[src/rtl/ysyx_24090018_wbu.sv]
// ---------------------------------------------------------------------------
// ysyx_24090018_wbu -- writeback unit
//
// Collects results from the ALU (EXU) and the load unit (LSU) into one-entry
// holding buffers, picks one buffer per cycle to drive the register-file
// write port, and keeps a busy scoreboard of destinations with outstanding
// writes so decode can detect hazards on its source operands.
//
// Ports
//   clk, rst_n                         clock, asynchronous active-low reset
//   exu_valid/exu_ready                ALU result handshake
//   exu_wen, exu_rd, exu_wdata         ALU write enable, destination, value
//   lsu_valid/lsu_ready                load result handshake
//   lsu_wen, lsu_rd, lsu_wdata         load write enable, destination, value
//   alloc_valid, alloc_rd              issue marks a destination as pending
//   rs1, rs2 / rs1_busy, rs2_busy      decode source query and busy answer
//   rf_wen, rf_waddr, rf_wdata         register-file write port
//
// Only address bits [3:0] are meaningful (16 registers, RV32E); x0 is never
// written and never reported busy.
// ---------------------------------------------------------------------------
module ysyx_24090018_wbu #(
  parameter int ADDR_WIDTH = 5,
  parameter int DATA_WIDTH = 32
) (
  input  logic                  clk,
  input  logic                  rst_n,
  input  logic                  exu_valid,
  output logic                  exu_ready,
  input  logic                  exu_wen,
  input  logic [ADDR_WIDTH-1:0] exu_rd,
  input  logic [DATA_WIDTH-1:0] exu_wdata,
  input  logic                  lsu_valid,
  output logic                  lsu_ready,
  input  logic                  lsu_wen,
  input  logic [ADDR_WIDTH-1:0] lsu_rd,
  input  logic [DATA_WIDTH-1:0] lsu_wdata,
  input  logic                  alloc_valid,
  input  logic [ADDR_WIDTH-1:0] alloc_rd,
  input  logic [ADDR_WIDTH-1:0] rs1,
  input  logic [ADDR_WIDTH-1:0] rs2,
  output logic                  rs1_busy,
  output logic                  rs2_busy,
  output logic                  rf_wen,
  output logic [ADDR_WIDTH-1:0] rf_waddr,
  output logic [DATA_WIDTH-1:0] rf_wdata
);

  logic                  exuFull_q, exuFull_d;
  logic                  exuWen_q, exuWen_d;
  logic [ADDR_WIDTH-1:0] exuRd_q, exuRd_d;
  logic [DATA_WIDTH-1:0] exuWdata_q, exuWdata_d;
  logic                  lsuFull_q, lsuFull_d;
  logic                  lsuWen_q, lsuWen_d;
  logic [ADDR_WIDTH-1:0] lsuRd_q, lsuRd_d;
  logic [DATA_WIDTH-1:0] lsuWdata_q, lsuWdata_d;
  logic                  lastLsu_q, lastLsu_d;
  logic [15:0]           busy_q, busy_d;

  logic grantExu, grantLsu;
  logic exuHs, lsuHs;

  // Bit [4] of every address only exists for the RV32I-sized port width.
  logic unusedAddrBits;
  assign unusedAddrBits = ^{alloc_rd, rs1, rs2};

  // A lone full buffer always wins; with both full, the source that did not
  // win last time goes next (lastLsu_q=0 after reset, so LSU wins first).
  always_comb begin
    grantExu = exuFull_q && (!lsuFull_q || lastLsu_q);
    grantLsu = lsuFull_q && (!exuFull_q || !lastLsu_q);
  end

  // A buffer can accept when empty or when it is draining this same cycle,
  // which lets each source stream one result per cycle.
  always_comb begin
    exu_ready = !exuFull_q || grantExu;
    lsu_ready = !lsuFull_q || grantLsu;
    exuHs     = exu_valid && exu_ready;
    lsuHs     = lsu_valid && lsu_ready;
  end

  // Register-file port follows the granted buffer; writes to x0 and wen=0
  // entries still drain but never raise rf_wen.
  always_comb begin
    rf_wen   = 1'b0;
    rf_waddr = '0;
    rf_wdata = '0;
    if (grantExu) begin
      rf_wen   = exuWen_q && (exuRd_q[3:0] != 4'd0);
      rf_waddr = exuRd_q;
      rf_wdata = exuWdata_q;
    end else if (grantLsu) begin
      rf_wen   = lsuWen_q && (lsuRd_q[3:0] != 4'd0);
      rf_waddr = lsuRd_q;
      rf_wdata = lsuWdata_q;
    end
  end

  // Buffer next state: a handshake loads (and wins over a same-cycle drain),
  // otherwise a grant empties the buffer.
  always_comb begin
    exuFull_d  = exuHs || (exuFull_q && !grantExu);
    exuWen_d   = exuHs ? exu_wen   : exuWen_q;
    exuRd_d    = exuHs ? exu_rd    : exuRd_q;
    exuWdata_d = exuHs ? exu_wdata : exuWdata_q;
    lsuFull_d  = lsuHs || (lsuFull_q && !grantLsu);
    lsuWen_d   = lsuHs ? lsu_wen   : lsuWen_q;
    lsuRd_d    = lsuHs ? lsu_rd    : lsuRd_q;
    lsuWdata_d = lsuHs ? lsu_wdata : lsuWdata_q;
    lastLsu_d  = (grantExu || grantLsu) ? grantLsu : lastLsu_q;
  end

  // Scoreboard: writeback clears first so a same-cycle allocation of the
  // same register leaves it busy; x0 is pinned to not-busy.
  always_comb begin
    busy_d = busy_q;
    if (rf_wen) busy_d[rf_waddr[3:0]] = 1'b0;
    if (alloc_valid) busy_d[alloc_rd[3:0]] = 1'b1;
    busy_d[0] = 1'b0;
  end

  always_comb begin
    rs1_busy = (rs1[3:0] != 4'd0) && busy_q[rs1[3:0]];
    rs2_busy = (rs2[3:0] != 4'd0) && busy_q[rs2[3:0]];
  end

  // All state clears the instant reset asserts, discarding buffered results.
  always_ff @(posedge clk or negedge rst_n) begin
    if (!rst_n) begin
      exuFull_q  <= 1'b0;
      exuWen_q   <= 1'b0;
      exuRd_q    <= '0;
      exuWdata_q <= '0;
      lsuFull_q  <= 1'b0;
      lsuWen_q   <= 1'b0;
      lsuRd_q    <= '0;
      lsuWdata_q <= '0;
      lastLsu_q  <= 1'b0;
      busy_q     <= '0;
    end else begin
      exuFull_q  <= exuFull_d;
      exuWen_q   <= exuWen_d;
      exuRd_q    <= exuRd_d;
      exuWdata_q <= exuWdata_d;
      lsuFull_q  <= lsuFull_d;
      lsuWen_q   <= lsuWen_d;
      lsuRd_q    <= lsuRd_d;
      lsuWdata_q <= lsuWdata_d;
      lastLsu_q  <= lastLsu_d;
      busy_q     <= busy_d;
    end
  end

endmodule

[config.mk]
export PLATFORM = sky130hd
export DESIGN_NAME = ysyx_24090018_wbu
export DESIGN_NICKNAME = d
export VERILOG_FILES = /design/src/rtl/ysyx_24090018_wbu.sv
export SDC_FILE = /design/constraint.sdc
export NUM_CORES = 1
export LEC_CHECK = 0
export CAP_MARGIN = 0
export CELL_PAD_IN_SITES_DETAIL_PLACEMENT = 0
export CELL_PAD_IN_SITES_GLOBAL_PLACEMENT = 1
export CORE_ASPECT_RATIO = 0.5
export CORE_MARGIN = 5
export CORE_UTILIZATION = 33
export DETAILED_ROUTE_END_ITERATION = 6
export GPL_TIMING_DRIVEN = 0
export MAX_ROUTING_LAYER = met4
export PLACE_DENSITY_LB_ADDON = 0.1
export SKIP_CTS_REPAIR_TIMING = 1
export SYNTH_ARGS = -nofsm -noshare
export SYNTH_HDL_FRONTEND = slang
export SYNTH_SLANG_ARGS = --single-unit
[constraint.sdc]
create_clock -name clk -period 1.58 [get_ports clk]
set_input_delay 0.237 -clock clk [delete_from_list [all_inputs] [get_ports clk]]
set_output_delay 0.237 -clock clk [all_outputs]
set_load 0.01 [all_outputs]
==> results of run 1 <==
final cells by class:
class | count | area [um2]
fill | 1113 | 6010
sequential | 94 | 2350
multi-input combinational | 207 | 1970
timing repair buffer | 175 | 1700
clock buffer | 9 | 225
buffer | 17 | 214
tap | 170 | 213
clock inverter | 6 | 91.3
inverter | 8 | 30.0
placed cells by master (no fill, tap or decap), types with 2 or more instances in the layout:
cell type,netlist,final
clkdlybuf4s50_1,0,87
a21oi_1,5,5
o21ai_2,0,2
inv_6,0,3
mux4_2,6,6
inv_1,7,6
nand2_2,0,4
buf_2,7,30
dlymetal6s2s_1,0,8
buf_6,3,19
nand3b_1,2,2
buf_12,0,2
nor2_1,3,3
inv_2,1,2
mux2_2,80,78
o41ai_2,1,3
dfrtp_2,0,2
nand2b_1,2,2
nand3_1,6,5
o31ai_1,2,2
nand2_1,27,23
clkbuf_16,0,16
bufinv_16,0,2
nor2b_1,2,2
buf_4,4,27
a32oi_1,3,2
a22o_1,33,33
buf_8,0,7
dfrtp_1,94,92
mux2_4,0,2
clkbuf_2,0,3
o21ai_1,5,13
metrics by stage:
stage                     std cells  power [mW]  utilization (%)  TNS (ns)
final                           686        10.8             53.1    -15.27
after global routing            686        11.4             53.1    -18.91
after CTS                       647        10.0             48.9    -48.60
after detailed placement        632        7.62             46.5    -33.26
after global placement          631        7.51             46.3   -321.35
after floorplan                 327        5.75                -         0
final timing paths:
kind | from | to | slack [ns] | cells after the start
worst max register to register | exuFull_q$_DFF_PN0_ | busy_q[2]$_DFF_PN0_ | -0.32 | 9
worst min-delay path | rst_n | lsuWdata_q[13]$_DFFE_PN0P_ | 0.39 | 2
max in group asynchronous | rst_n | lsuFull_q$_DFF_PN0_ | 0.52 | 3
worst max-delay path | lsuRd_q[3]$_DFFE_PN0P_ | rf_wen | -0.44 | 5
worst min register to register | exuWdata_q[27]$_DFFE_PN0P_ | exuWdata_q[27]$_DFFE_PN0P_ | 0.51 | 1
min in group clk | exuWdata_q[27]$_DFFE_PN0P_ | exuWdata_q[27]$_DFFE_PN0P_ | 0.51 | 1
metal layers:
| metal | wire length, um | share of wire, % |
|---|---|---|
| met4 | 102 | 0.80 |
| met1 | 5510 | 43 |
| met3 | 744 | 5.8 |
| met2 | 6390 | 50 |
| met5 | 0 | 0 |
synth_stat cells, types with 2 or more instances:
cell and count:
a32oi_1 3, o31ai_1 2, a21oi_1 5, mux2_2 80, buf_4 4, a22o_1 33
o21ai_1 5, clkbuf_1 4, o21ai_0 11, nor2b_1 2, or4_1 2, buf_2 7
nand2_1 27, nand3_1 6, o41ai_1 4, o211ai_2 2, dfrtp_1 94, inv_1 7
mux4_2 6, nand2b_1 2, nand3b_1 2, buf_6 3, nor2_1 3
power by group through the flow:
stage	clock [mW]	sequential (mW)	combinational (mW)
2_1_floorplan	0	3.44	2.31
3_3_place_gp	0	3.56	3.95
3_5_place_dp	0	3.60	4.02
4_1_cts	2.40	3.56	4.04
5_1_grt	2.50	3.67	5.26
6_report	2.34	3.57	4.93
cell families after synthesis:
logic type	after synthesis	synth area share, %
simple gates	52	6.21
flops	94	53.8
buf+inv	26	3.29
compound gates	69	13.0
mux	86	23.7
sequential cells by signal, indices dropped and copies added (netlist names):
signal,flops
exuFull_q,1
lsuFull_q,1
lsuRd_q,5
lsuWen_q,1
lsuWdata_q,32
exuRd_q,5
busy_q,15
exuWdata_q,32
lastLsu_q,1
exuWen_q,1
==> flow_metrics.py, run 1 <==
metrics = {
    "grt": {
        "grt_pass1_vias": 3687,
        "antenna_found_initial": 0,
        "use_met2_pct": 26.4,
        "grt-busiest-layer": "met2",
        "grt.overflow.total": 0,
        "grt_pass1_wl_um": 19500,
        "grtUsageMet1_pct": 19.0,
        "grt_max_degree": 62,
        "grtUsageTotal_pct": 15.7,
        "grt.met3_usage_pct": 5.27,
    },
    "setup_path": {
        "crit_chain": "or4_1 > and3_4 > nor2_4 > inv_1 > buf_2",
        "crit_family": "simple AND/OR/NAND/NOR gates",
        "critPathMaxFanout": 4,
        "critPathCaptureType": "output pin",
        "crit_required_ns": 1.34,
        "critPathLaunchType": "flop",
        "cp.buffers_inverters": 2,
        "path_class": "flop to output pin",
        "crit_path_top_delay_cell": "or4_1",
        "slowest_delay_ns": 0.53,
        "crit_arrival_ns": 1.78,
    },
    "sta": {
        "finalSetupViolCount": 55,
        "fmax_ghz": 0.495,
        "maxSlewViolCount": 0,
        "period_minus_slack_ns": 2.02,
        "whs_ns": 0.394,
        "relSlewSlack_pct": 68.7,
        "rsz0062_at_grt": "yes",
        "fin_skew_ns": 0.0100,
        "fin_ws_ns": -0.439,
        "tightest_slew_ns": 0.469,
        "final_hold_viol_count": 0,
        "finalCritPeriodShare_pct": 128,
    },
    "die": {
        "num_rows": 29,
        "dieArea_mm2": 0.0158,
        "core_area_mm2": 0.0128,
        "die_h_um": 91.4,
        "io_pins": 138,
        "start_util_pct": 34.1,
        "die_x_um": 173,
    },
    "clocking": {
        "cts.sinks": 94,
        "clk_latency_ns": 0.34,
        "cts_inserted_buffers": 9,
        "clockBufferDepth": 2,
        "cts_tree": "built",
        "h-tree-depth": 3,
        "clk_pin_slew_ns": 0.07,
        "ctsRootBufferMaster": "clkbuf_16",
    },
    "yosys": {
        "synthesis.area_mm2": 0.00437,
        "ys_ff_latch": 94,
        "yosys.cell_types.count": 36,
        "ys.flop_type": "dfrtp_1",
        "synthArstFlopShare_pct": 100,
        "synthTopCellsByArea": "dfrtp_1, mux2_2, a22o_1",
        "synth_edf_count": 0,
        "avgSynthCellArea_um2": 13.4,
        "syn-num-nets": 423,
        "synth.largest_area_cell": "dfrtp_1",
        "synth_top_area_share_pct": 53.8,
        "syn_inst": 327,
        "yosys_warnings": 0,
        "ys_seq_area_share_pct": 53.8,
    },
    "power": {
        "combPwrFrac_pct": 45.4,
        "pwr-share-seq_pct": 32.9,
        "clkPwrFrac_pct": 21.6,
        "p_sw_share_pct": 32.2,
        "p_per_area_mw_per_mm2": 1590,
        "switchingPower_mw": 3.49,
        "peakVddDrop_mv": 0.636,
        "internal-power_mw": 7.35,
        "p_leak_nw": 2.99,
    },
    "detailed_routing": {
        "avgViaCountPerCell": 4.97,
        "detail-route-antenna-nets": 0,
        "wl_um": 12800,
        "route.detailed.drc": 0,
        "drt-pass1-iter-count": 4,
        "dr.first_iter.drc_count": 92,
        "wl_per_cell_um": 18.6,
        "vias": 3409,
    },
    "layout": {
        "syn2layout_area_growth_pct": 55.5,
        "drive_above_1_share_pct": 43.6,
        "antenna-diode-count": 0,
        "design_area_mm2": 0.00680,
        "fin_nets": 608,
    },
    "status": {
        "status": "finished, violations left",
        "violations": "negative setup slack",
    },
    "run": {
        "cap_violations": 0,
    },
    "placed_design": {
        "hpwlAfterDp_um": 9040,
        "placed_area_mm2": 0.00595,
        "routabilityCongestion": 0.825,
        "place_ws_ns": -0.988,
        "io_buffer_count": 134,
    },
    "min_path": {
        "worstHoldPathType": "input port to async pin",
    },
}
Note: power is estimated with default switching activity, not from simulation.
==> inputs of run 2 (changes only) <==
SKIP_CTS_REPAIR_TIMING = not set   (was 1)
==> run 2 against run 1 <==
The run still ends with negative setup slack left; clock power is essentially flat; via count grew 2.3%; cell area grew 5.6%; fmax grew 2.2%; global-route usage grew 1.3 points; non-clock buffer count grew 8; die area is the same; largest power group unchanged.
==> flow_metrics.py, run 2 (synthesis results as in run 1) <==
metrics = {
    "min_path": {
        "worstHoldPathType": "input port to async pin",
    },
    "placed_design": {
        "io_buffer_count": 134,
        "hpwlAfterDp_um": 9040,
        "place_ws_ns": -0.988,
        "dp_cells": 632,
        "routabilityCongestion": 0.825,
    },
    "sta": {
        "final_hold_viol_count": 0,
        "rsz0062_at_grt": "yes",
        "maxSlewViolCount": 0,
        "fmax_ghz": 0.506,
        "finalSetupViolCount": 129,
        "fin_skew_ns": 0.00951,
        "period_minus_slack_ns": 1.98,
        "fin_ws_ns": -0.395,
        "tightest_slew_ns": 0.468,
        "relSlewSlack_pct": 68.8,
        "finalCritPeriodShare_pct": 125,
    },
    "grt": {
        "antenna_found_initial": 0,
        "grt_pass1_wl_um": 21200,
        "grt_max_degree": 62,
        "grt_pass1_vias": 4060,
        "grt.overflow.total": 0,
        "grtUsageTotal_pct": 17.1,
    },
    "status": {
        "violations": "negative setup slack",
        "status": "finished, violations left",
    },
    "setup_path": {
        "critPathLaunchType": "flop",
        "crit_arrival_ns": 1.74,
        "critPathMaxFanout": 2,
        "critPathCaptureType": "output pin",
        "crit_required_ns": 1.34,
        "path_class": "flop to output pin",
    },
    "clocking": {
        "h-tree-depth": 3,
        "ctsRootBufferMaster": "clkbuf_16",
        "cts_inserted_buffers": 9,
        "cts_tree": "built",
        "cts.sinks": 94,
        "clk_latency_ns": 0.34,
        "clk_pin_slew_ns": 0.07,
        "clockBufferDepth": 2,
    },
    "layout": {
        "fin_nets": 616,
        "layout.cells.non_filler": 694,
        "top_regs": "exuWdata_q x32, lsuWdata_q x32, busy_q x15",
        "drive_above_1_share_pct": 47.3,
        "mostFrequentLayoutCells": "dfrtp_1, clkdlybuf4s50_1, mux2_2",
        "final_common_cell": "dfrtp_1",
        "antenna-diode-count": 0,
        "utilization_pct": 56.0,
        "syn2layout_area_growth_pct": 64.2,
    },
    "power": {
        "p_leak_nw": 3.17,
        "p_per_area_mw_per_mm2": 1610,
        "p_total_mw": 11.6,
        "peakVddDrop_mv": 0.641,
    },
    "run": {
        "cap_violations": 0,
    },
    "detailed_routing": {
        "avgViaCountPerCell": 5.02,
        "vias": 3486,
        "detail-route-antenna-nets": 0,
        "wl_um": 13400,
        "wl_per_cell_um": 19.3,
        "drt-pass1-iter-count": 4,
        "dr.first_iter.drc_count": 115,
        "route.detailed.drc": 0,
    },
    "die": {
        "die_h_um": 91.4,
        "num_rows": 29,
        "io_pins": 138,
        "core_area_mm2": 0.0128,
        "die_x_um": 173,
        "dieArea_mm2": 0.0158,
        "start_util_pct": 34.1,
    },
}
[run 2: cell count changes in the layout (fill, tap and decap cells not counted), moves of 3 or more]
cell            before  now
dlygate4sd2_1        0    4
buf_8                7   10
nand2_1             23   19
buf_4               27   22
buf_12               2    7
mux2_2              78   49
dlymetal6s2s_1       8    0
nand2_4              0    5
clkbuf_2             3    0
mux2_4               2   31
buf_6               19   31
clkbuf_16           16   12
[run 2: area by class of cell]
class / count / area, um2
Clock inverter: 6 / 91.3
Sequential cell: 94 / 2350
Tap cell: 170 / 213
Buffer: 13 / 209
Clock buffer: 9 / 225
Multi-Input combinational cell: 207 / 2230
Inverter: 8 / 32.5
Fill cell: 1060 / 5630
Timing Repair Buffer: 187 / 1820
[run 2: what timing repair did]
action	4_1_cts	5_1_grt
cloned	3	3
resized for setup	261	88
hold buffers	1	0
pin swaps	27	25
endpoints found under the setup margin	97	122
buffers inserted	40	13
hold endpoints to repair	33	0
[run 2: worst paths after layout]
check | startpoint | endpoint | slack (ns) | cells past startpoint
min in group clk | exu_wdata[14] | exuWdata_q[14]$_DFFE_PN0P_ | 0.51 | 2
max in group asynchronous | rst_n | lastLsu_q$_DFFE_PN0P_ | 0.51 | 3
min | rst_n | lsuWdata_q[13]$_DFFE_PN0P_ | 0.39 | 2
max reg2reg | lastLsu_q$_DFFE_PN0P_ | exuWdata_q[18]$_DFFE_PN0P_ | -0.25 | 10
min reg2reg | lsuWdata_q[21]$_DFFE_PN0P_ | lsuWdata_q[21]$_DFFE_PN0P_ | 0.51 | 1
max | exuRd_q[2]$_DFFE_PN0P_ | rf_wen | -0.40 | 5
[run 2: routing by layer]
layer / up-vias / routed length (um) / global-route usage, %
li1: 1609 / - / -
met1: 1781 / 5720 / 20.1
met2: 83 / 6880 / 29.4
met3: 13 / 679 / 5.31
met4: 0 / 111 / 3.27
met5: - / 0 / -
[run 2: worst max-delay path, stage by stage, from the launching register on]
cell     delay, ns
dfrtp_1       0.39
or4_4         0.53
and4_4        0.18
nor2_4        0.13
inv_1         0.05
buf_2         0.13
[run 2: per-stage QoR]
step                      instance area, um2  setup TNS [ns]  hold WS (ns)
after floorplan                         4370               0       -0.0586
after global placement                  5930         -321.35         0.487
after detailed placement                5950          -33.26         0.221
after CTS                               7050          -16.54         0.402
after global routing                    7180          -30.96         0.443
final                                   7180          -24.52         0.393
[run 2: where the power goes]
part	switching [mW]	internal, mW	leakage [nW]
Sequential	0.488	3.11	1.07
Combinational	2.38	3.24	1.94
Clock	0.945	1.39	0.157
Total	3.81	7.74	3.17
